[src/rtl/mem_arbiter2.sv]
// Two-requester arbiter sharing one single-port synchronous memory between
// the instruction-fetch port (I) and the load/store port (D).
// Round-robin fairness, with a bounded D-side lock for atomic sequences.
// Read data returns one cycle after the grant and is steered by the
// registered rvalid of the requester that issued it.
module mem_arbiter2 #(
    parameter int WORD     = 32,
    parameter int ADDR     = 16,
    parameter int LOCK_MAX = 4
) (
    input  logic            clk,
    input  logic            rst,
    input  logic            i_req,
    input  logic [ADDR-1:0] i_addr,
    output logic            i_gnt,
    output logic            i_rvalid,
    output logic [WORD-1:0] i_rdata,
    input  logic            d_req,
    input  logic            d_we,
    input  logic [ADDR-1:0] d_addr,
    input  logic [WORD-1:0] d_wdata,
    input  logic            d_lock,
    output logic            d_gnt,
    output logic            d_rvalid,
    output logic [WORD-1:0] d_rdata,
    output logic [ADDR-1:0] m_A,
    output logic            m_W,
    output logic [WORD-1:0] m_D,
    input  logic [WORD-1:0] m_Q
);

    localparam int CNT_W = $clog2(LOCK_MAX + 1);
    localparam logic [CNT_W-1:0] LOCK_MAX_C = CNT_W'(LOCK_MAX);

    typedef enum logic {
        PRIO_I = 1'b0,
        PRIO_D = 1'b1
    } prio_e;

    prio_e            prio_q, prio_d;
    logic             last_was_d_q, last_was_d_d;
    logic [CNT_W-1:0] lock_cnt_q, lock_cnt_d;
    logic             i_rvalid_q, d_rvalid_q;
    logic [ADDR-1:0]  m_a_q;
    logic [WORD-1:0]  m_d_q;
    logic             lock_active;
    logic             grant_i, grant_d;

    // D keeps the slot only while it still holds the lock, owned the last
    // grant and has not used up its run of consecutive conflicting grants.
    always_comb begin
        lock_active = d_lock & last_was_d_q & (lock_cnt_q < LOCK_MAX_C);
    end

    // Grant selection; nothing is granted while reset is asserted.
    always_comb begin
        // NOTE: every always_comb output gets a default first, so no path
        // leaves it unassigned and no latch is inferred.
        grant_i = 1'b0;
        grant_d = 1'b0;
        if (!rst) begin
            if (i_req && d_req) begin
                if (lock_active || prio_q == PRIO_D) begin
                    grant_d = 1'b1;
                end else begin
                    grant_i = 1'b1;
                end
            end else begin
                grant_i = i_req;
                grant_d = d_req;
            end
        end
    end

    // Memory drive; address and write data hold when idle to avoid toggling.
    always_comb begin
        m_A = m_a_q;
        m_D = m_d_q;
        m_W = 1'b0;
        if (grant_i) begin
            m_A = i_addr;
        end else if (grant_d) begin
            m_A = d_addr;
            m_W = d_we;
            m_D = d_wdata;
        end
    end

    // Next arbitration state: the winner hands priority to the other side,
    // and the lock counter only advances on D grants that beat a waiting I.
    always_comb begin
        prio_d       = prio_q;
        last_was_d_d = last_was_d_q;
        lock_cnt_d   = lock_cnt_q;
        if (grant_i) begin
            prio_d       = PRIO_D;
            last_was_d_d = 1'b0;
            lock_cnt_d   = '0;
        end else if (grant_d) begin
            prio_d       = PRIO_I;
            last_was_d_d = 1'b1;
            if (i_req) begin
                lock_cnt_d = (lock_cnt_q < LOCK_MAX_C) ? lock_cnt_q + 1'b1 : lock_cnt_q;
            end else begin
                lock_cnt_d = '0;
            end
        end
    end

    // State registers with synchronous reset; rvalid tracks last cycle's read grant.
    always_ff @(posedge clk) begin
        // NOTE: state is assigned with <= so every flop samples the values
        // from before the edge, independent of statement order.
        if (rst) begin
            prio_q       <= PRIO_I;
            last_was_d_q <= 1'b0;
            lock_cnt_q   <= '0;
            i_rvalid_q   <= 1'b0;
            d_rvalid_q   <= 1'b0;
            m_a_q        <= '0;
            m_d_q        <= '0;
        end else begin
            prio_q       <= prio_d;
            last_was_d_q <= last_was_d_d;
            lock_cnt_q   <= lock_cnt_d;
            i_rvalid_q   <= grant_i;
            d_rvalid_q   <= grant_d & ~d_we;
            m_a_q        <= m_A;
            m_d_q        <= m_D;
        end
    end

    assign i_gnt = grant_i;
    assign d_gnt = grant_d;

    // A read granted just before reset rises must not return data in the
    // reset cycle, so the registered valids are also masked by rst.
    assign i_rvalid = i_rvalid_q & ~rst;
    assign d_rvalid = d_rvalid_q & ~rst;
    assign i_rdata  = m_Q;
    assign d_rdata  = m_Q;

endmodule

[config.mk]
export PLATFORM = sky130hd
export DESIGN_NAME = mem_arbiter2
export DESIGN_NICKNAME = d
export VERILOG_FILES = /design/src/rtl/mem_arbiter2.sv
export SDC_FILE = /design/constraint.sdc
export NUM_CORES = 1
export LEC_CHECK = 0
export CAP_MARGIN = 15
export CORE_MARGIN = 5
export CORE_UTILIZATION = 41
export CTS_CLUSTER_SIZE = 16
export DETAILED_ROUTE_END_ITERATION = 6
export GPL_TIMING_DRIVEN = 0
export PLACE_DENSITY = 0.86
export SLEW_MARGIN = 0
export SYNTH_ARGS = -nofsm -noshare
export SYNTH_HDL_FRONTEND = slang
export SYNTH_SLANG_ARGS = --single-unit
[constraint.sdc]
create_clock -name clk -period 4.2 [get_ports clk]
set_input_delay 0.84 -clock clk [delete_from_list [all_inputs] [get_ports clk]]
set_output_delay 0.84 -clock clk [all_outputs]
set_load 0.01 [all_outputs]
Word level (Yosys, flattened, before mapping):

Index checks and enable logic that the tools add are counted.

* bitwise logic cells: 7
* multiplexer cells: 16
* add/subtract/negate cells: 1
* equal/unequal tests: 1
* $lt $le $gt $ge: 1
* reduce and logical (&&, ||, !) cells: 5

Operators with widths (count)
* 32-bit 2-to-1 mux: 2
* 16-bit 2-to-1 mux: 2
* 1-bit 2-to-1 mux: 10
* 3-bit 2-to-1 mux: 2
* 1-bit bitwise AND: 5
* 3-bit by 1-bit adder with 3-bit output (second input constant): 1
* 3-bit less-than comparator (second input constant): 1
* 2-bit by 1-bit != test with 1-bit output (second input constant): 1
* 1-bit inverter: 2
* 2-bit AND reduction: 1
* 2-bit nonzero test: 1
* 2-bit OR reduction: 1
* 1-bit logical AND: 1
* 1-bit logical OR: 1

* bits in registers: 55
* logic and storage cells: 38
* output and inout port bits: 117
* bits of input ports: 102

Logic depth before layout (Yosys ltp):

* depth in word-level cells: 8
* gate-level depth with buffers: 6
* mapped depth without buffers: 3

Worst setup path after synthesis:

No wires, ideal clock.

* path kind: input to output
* start: in i_req
* end: out m_D[12]
* path slack: 1.319 ns
* data required time: 3.360 ns
* buffers on the path: 2
* stages on the path: 5
* arrival: 2.041 ns
* cell sequence: buf_2 nand2b_1 a31oi_4 buf_6 mux2_2

* cells in the longest elaborated chain, start to end: 5
* elaborated cells between the ends (all ways): 7
* those cells by class: mux (6); reduce/logical (1)

Ends and longest elaborated chain
* start, declared: RTL line 13 `input logic i_req,`
* 1-bit logical AND: RTL line 62 `if (i_req && d_req) begin`
* 1-bit 2-to-1 mux: RTL line 62
* 1-bit 2-to-1 mux: RTL line 61 `if (!rst) begin`
* named net d_gnt: RTL line 23 `output logic d_gnt,`
* 32-bit 2-to-1 mux: RTL line 82 `end else if (grant_d) begin`
* 32-bit 2-to-1 mux: RTL line 80 `if (grant_i) begin`
* end, declared: RTL line 28 `output logic [WORD-1:0] m_D,`

The timed path passes the listed nets, and every way through them passes these cells.

Worst setup path in the final report:

* start: in d_req
* end: out m_A[9]

* cells in the longest elaborated chain, start to end: 5
* elaborated cells between the ends (all ways): 7
* those cells by class: mux (6); reduce/logical (1)

Ends and longest elaborated chain
* start, declared: RTL line 18 `input logic d_req,`
* 1-bit logical AND: RTL line 62
* 1-bit 2-to-1 mux: RTL line 62
* 1-bit 2-to-1 mux: RTL line 61
* 16-bit 2-to-1 mux: RTL line 82
* 16-bit 2-to-1 mux *: RTL line 80
* end, declared: RTL line 26 `output logic [ADDR-1:0] m_A,`

Mark *: on every way between the ends. The rest lies on a longest branch, timed or not.

==> metrics.cfg <==
[sta]
fmax_ghz = 0.244
min_period_ns = 4.09
whs_ns = 0.476
fin_worst_skew_ns = 0.0111
rsz0062_at_grt = false
setup_viol = 0
slew_viol_final = 0
final.setup.worst_slack_ns = 0.110
finalCritPeriodShare = 0.974
hold_viol = 0
relSlewSlack = 0.598
tightest_slew_ns = 0.603
tns_ns = 0

[place]
gp_congestion = 0.858
hpwl_um = 9980
io_buffers = 185
place_ws_ns = 0.152

[final_layout]
layout-drive-gt1-share = 0.215
antenna_cells = 0
nNetsFinal = 720
nFillCells = 714
area_delta_synth_final_pct = 56.0

[worst_setup_path]
crit_family = buffers and inverters
cp_max_fo = 10
max_stage_delay_ns = 0.59
crit_type = in -> out
critPathSlowestCell = clkdlybuf4s50_1
cp_common_cell = clkdlybuf4s50_1
crit_required_ns = 3.36
start_kind = primary input
cp_num_buf_inv = 4
worstPathArrival_ns = 3.25
endpoint_kind = output port
path_cells = clkdlybuf4s50_1 -> buf_4 -> nand4b_4 -> clkbuf_1 -> a31oi_1 -> a221oi_2 -> clkdlybuf4s50_1

[floorplanning]
die_height_um = 105
pin_count = 219
core_mm2 = 0.00876
die_w_um = 105
die_area_mm2 = 0.0111
rows = 34
initial_core_util = 0.423

[global_route]
met2_usage = 0.382
antenna_found_initial = 0
grt_pass1_wl_um = 20500
grt_pass1_vias = 4326
grt_busiest_layer = met2
use_met1 = 0.257
grt-ovfl-total = 0
track_usage = 0.218
grt_max_degree = 19
use_met3 = 0.0604

[clocking]
clkSinkCount = 55
post_cts_resized = 0
cts_tree = done
cts-htree-levels = 2
holdBufCountCts = 0
post_cts_buffers = 0
clock_latency_ns = 0.31
clk_pin_slew_ns = 0.09
root_buffer = clkbuf_8
cts_made_buffers = 5
clk_path_buf_depth = 2

[drt]
vias = 4059
vias_per_cell = 5.59
dr.pass1.iters = 5
drtAntennaViolNets = 0
dr.first_iter.drc_count = 254
wl_per_cell_um = 17.9
drt_wl_total_um = 13000
drc = 0

[power]
ir_worst_vdd_v = 0.000130
power_density_mw_per_mm2 = 250
p_leak_nw = 2.23
p_total_mw = 1.45

[logic_synthesis]
syn_inst = 425
syn_nets = 528
synth_area_leaders = dfxtp_1, buf_4, mux2_2
ys_types = 36
syn_area_per_cell_um2 = 8.73
synth-seq-cells = 55
yosysTopAreaCell = dfxtp_1
synth.yosys.seq_area_share = 0.297
synth_top_area_frac = 0.297
ys.warnings.count = 0
synthesis.area_mm2 = 0.00371

[job]
cap_violations = 0

[min_path]
worst_hold_path_type = reg -> reg

[status]
status = completed

==> cell usage in the layout (no fill, tap or decap), types with 2 or more instances in the layout <==
cell type / n
a211oi_1: 16
a21oi_1: 35
a221oi_1: 8
a221oi_2: 8
a31oi_1: 16
and2_1: 3
and3_1: 2
buf_1: 2
buf_2: 15
buf_4: 65
buf_6: 4
clkbuf_1: 27
clkbuf_8: 5
clkdlybuf4s50_1: 185
dfxtp_1: 55
inv_1: 2
mux2_1: 2
mux2_2: 30
mux2i_1: 16
nand2_1: 2
nand2b_1: 3
nand4_1: 32
nor2_1: 34
nor2b_1: 2
o211ai_1: 32
o32ai_1: 2
==> tightest hold or removal path: cells and delay by family, from the launching register on <==
family,cells,cell delay [ns]
AOI/OAI and AO/OA,1,0.06
and+or+nand+nor,1,0.06
DFF,1,0.32
==> report_power, final <==
group | total [mW] | switching [mW] | internal (mW)
registers | 0.575 | 0.0191 | 0.556
logic | 0.559 | 0.238 | 0.322
clock network | 0.311 | 0.191 | 0.120
total | 1.45 | 0.448 | 0.998
==> kinds of logic after synthesis <==
logic type      synth area share
compound gates             0.244
fa+ha+maj                0.00337
buf+inv                    0.195
flops                      0.297
mux                        0.140
simple gates               0.121
==> layout make-up <==
cell class	instances	area [um2]	share of cell area
well taps	108	135	0.0233
inverters	2	7.51	0.00130
flip-flops and latches	55	1100	0.190
repair buffers	185	1850	0.320
clock inverters	3	22.5	0.00389
multi-input cells	255	1880	0.326
clock buffers	5	68.8	0.0119
plain buffers	113	717	0.124
==> state kept, by name, summed over array words and instances (netlist names) <==
name and flops:
d_rvalid_q 1, i_rvalid_q 1, last_was_d_q 1, lock_cnt_q 3, m_a_q 16, m_d_q 32
prio_q 1
==> path summary, 6_finish.rpt <==
kind	endpoint	cells after the start	slack, ns	from
setup / recovery	m_A[9]	7	0.11	d_req
setup reg to reg	m_a_q[7]$_SDFF_PP0_	4	2.54	lock_cnt_q[2]$_SDFFE_PP0P_
hold reg to reg	m_d_q[7]$_SDFF_PP0_	2	0.48	m_d_q[7]$_SDFF_PP0_
hold / removal	m_d_q[7]$_SDFF_PP0_	2	0.48	m_d_q[7]$_SDFF_PP0_
==> cell usage after synthesis, drive strengths merged <==
cell	number
inv	2
nor3	1
o2111ai	1
mux2i	16
ha	1
o21ba	1
nor2	34
and2	3
o21ai	2
a21oi	35
and3	2
nand3b	1
and3b	1
nand4b	1
nand3	1
mux2	32
a31oi	17
clkbuf	27
o32ai	2
nand2	2
o211ai	32
dfxtp	55
nand2b	3
o211a	1
a221oi	16
nand4	32
a211oi	16
nor2b	2
buf	86
==> through the flow <==
stage | instance area, um2 | utilization | cells
floorplan | 3710 | - | 425
global placement | 5700 | 0.650 | 718
detailed placement | 5700 | 0.650 | 718
CTS | 5790 | 0.660 | 726
global route | 5790 | 0.660 | 726
finish | 5790 | 0.660 | 726
==> routing by layer <==
| metal | part of all wire | vias up |
|---|---|---|
| li1 | - | 1906 |
| met1 | 0.41 | 1912 |
| met2 | 0.49 | 212 |
| met3 | 0.081 | 29 |
| met4 | 0.020 | 0 |
| met5 | 0 | - |
Power figures use the tool's default switching activity.
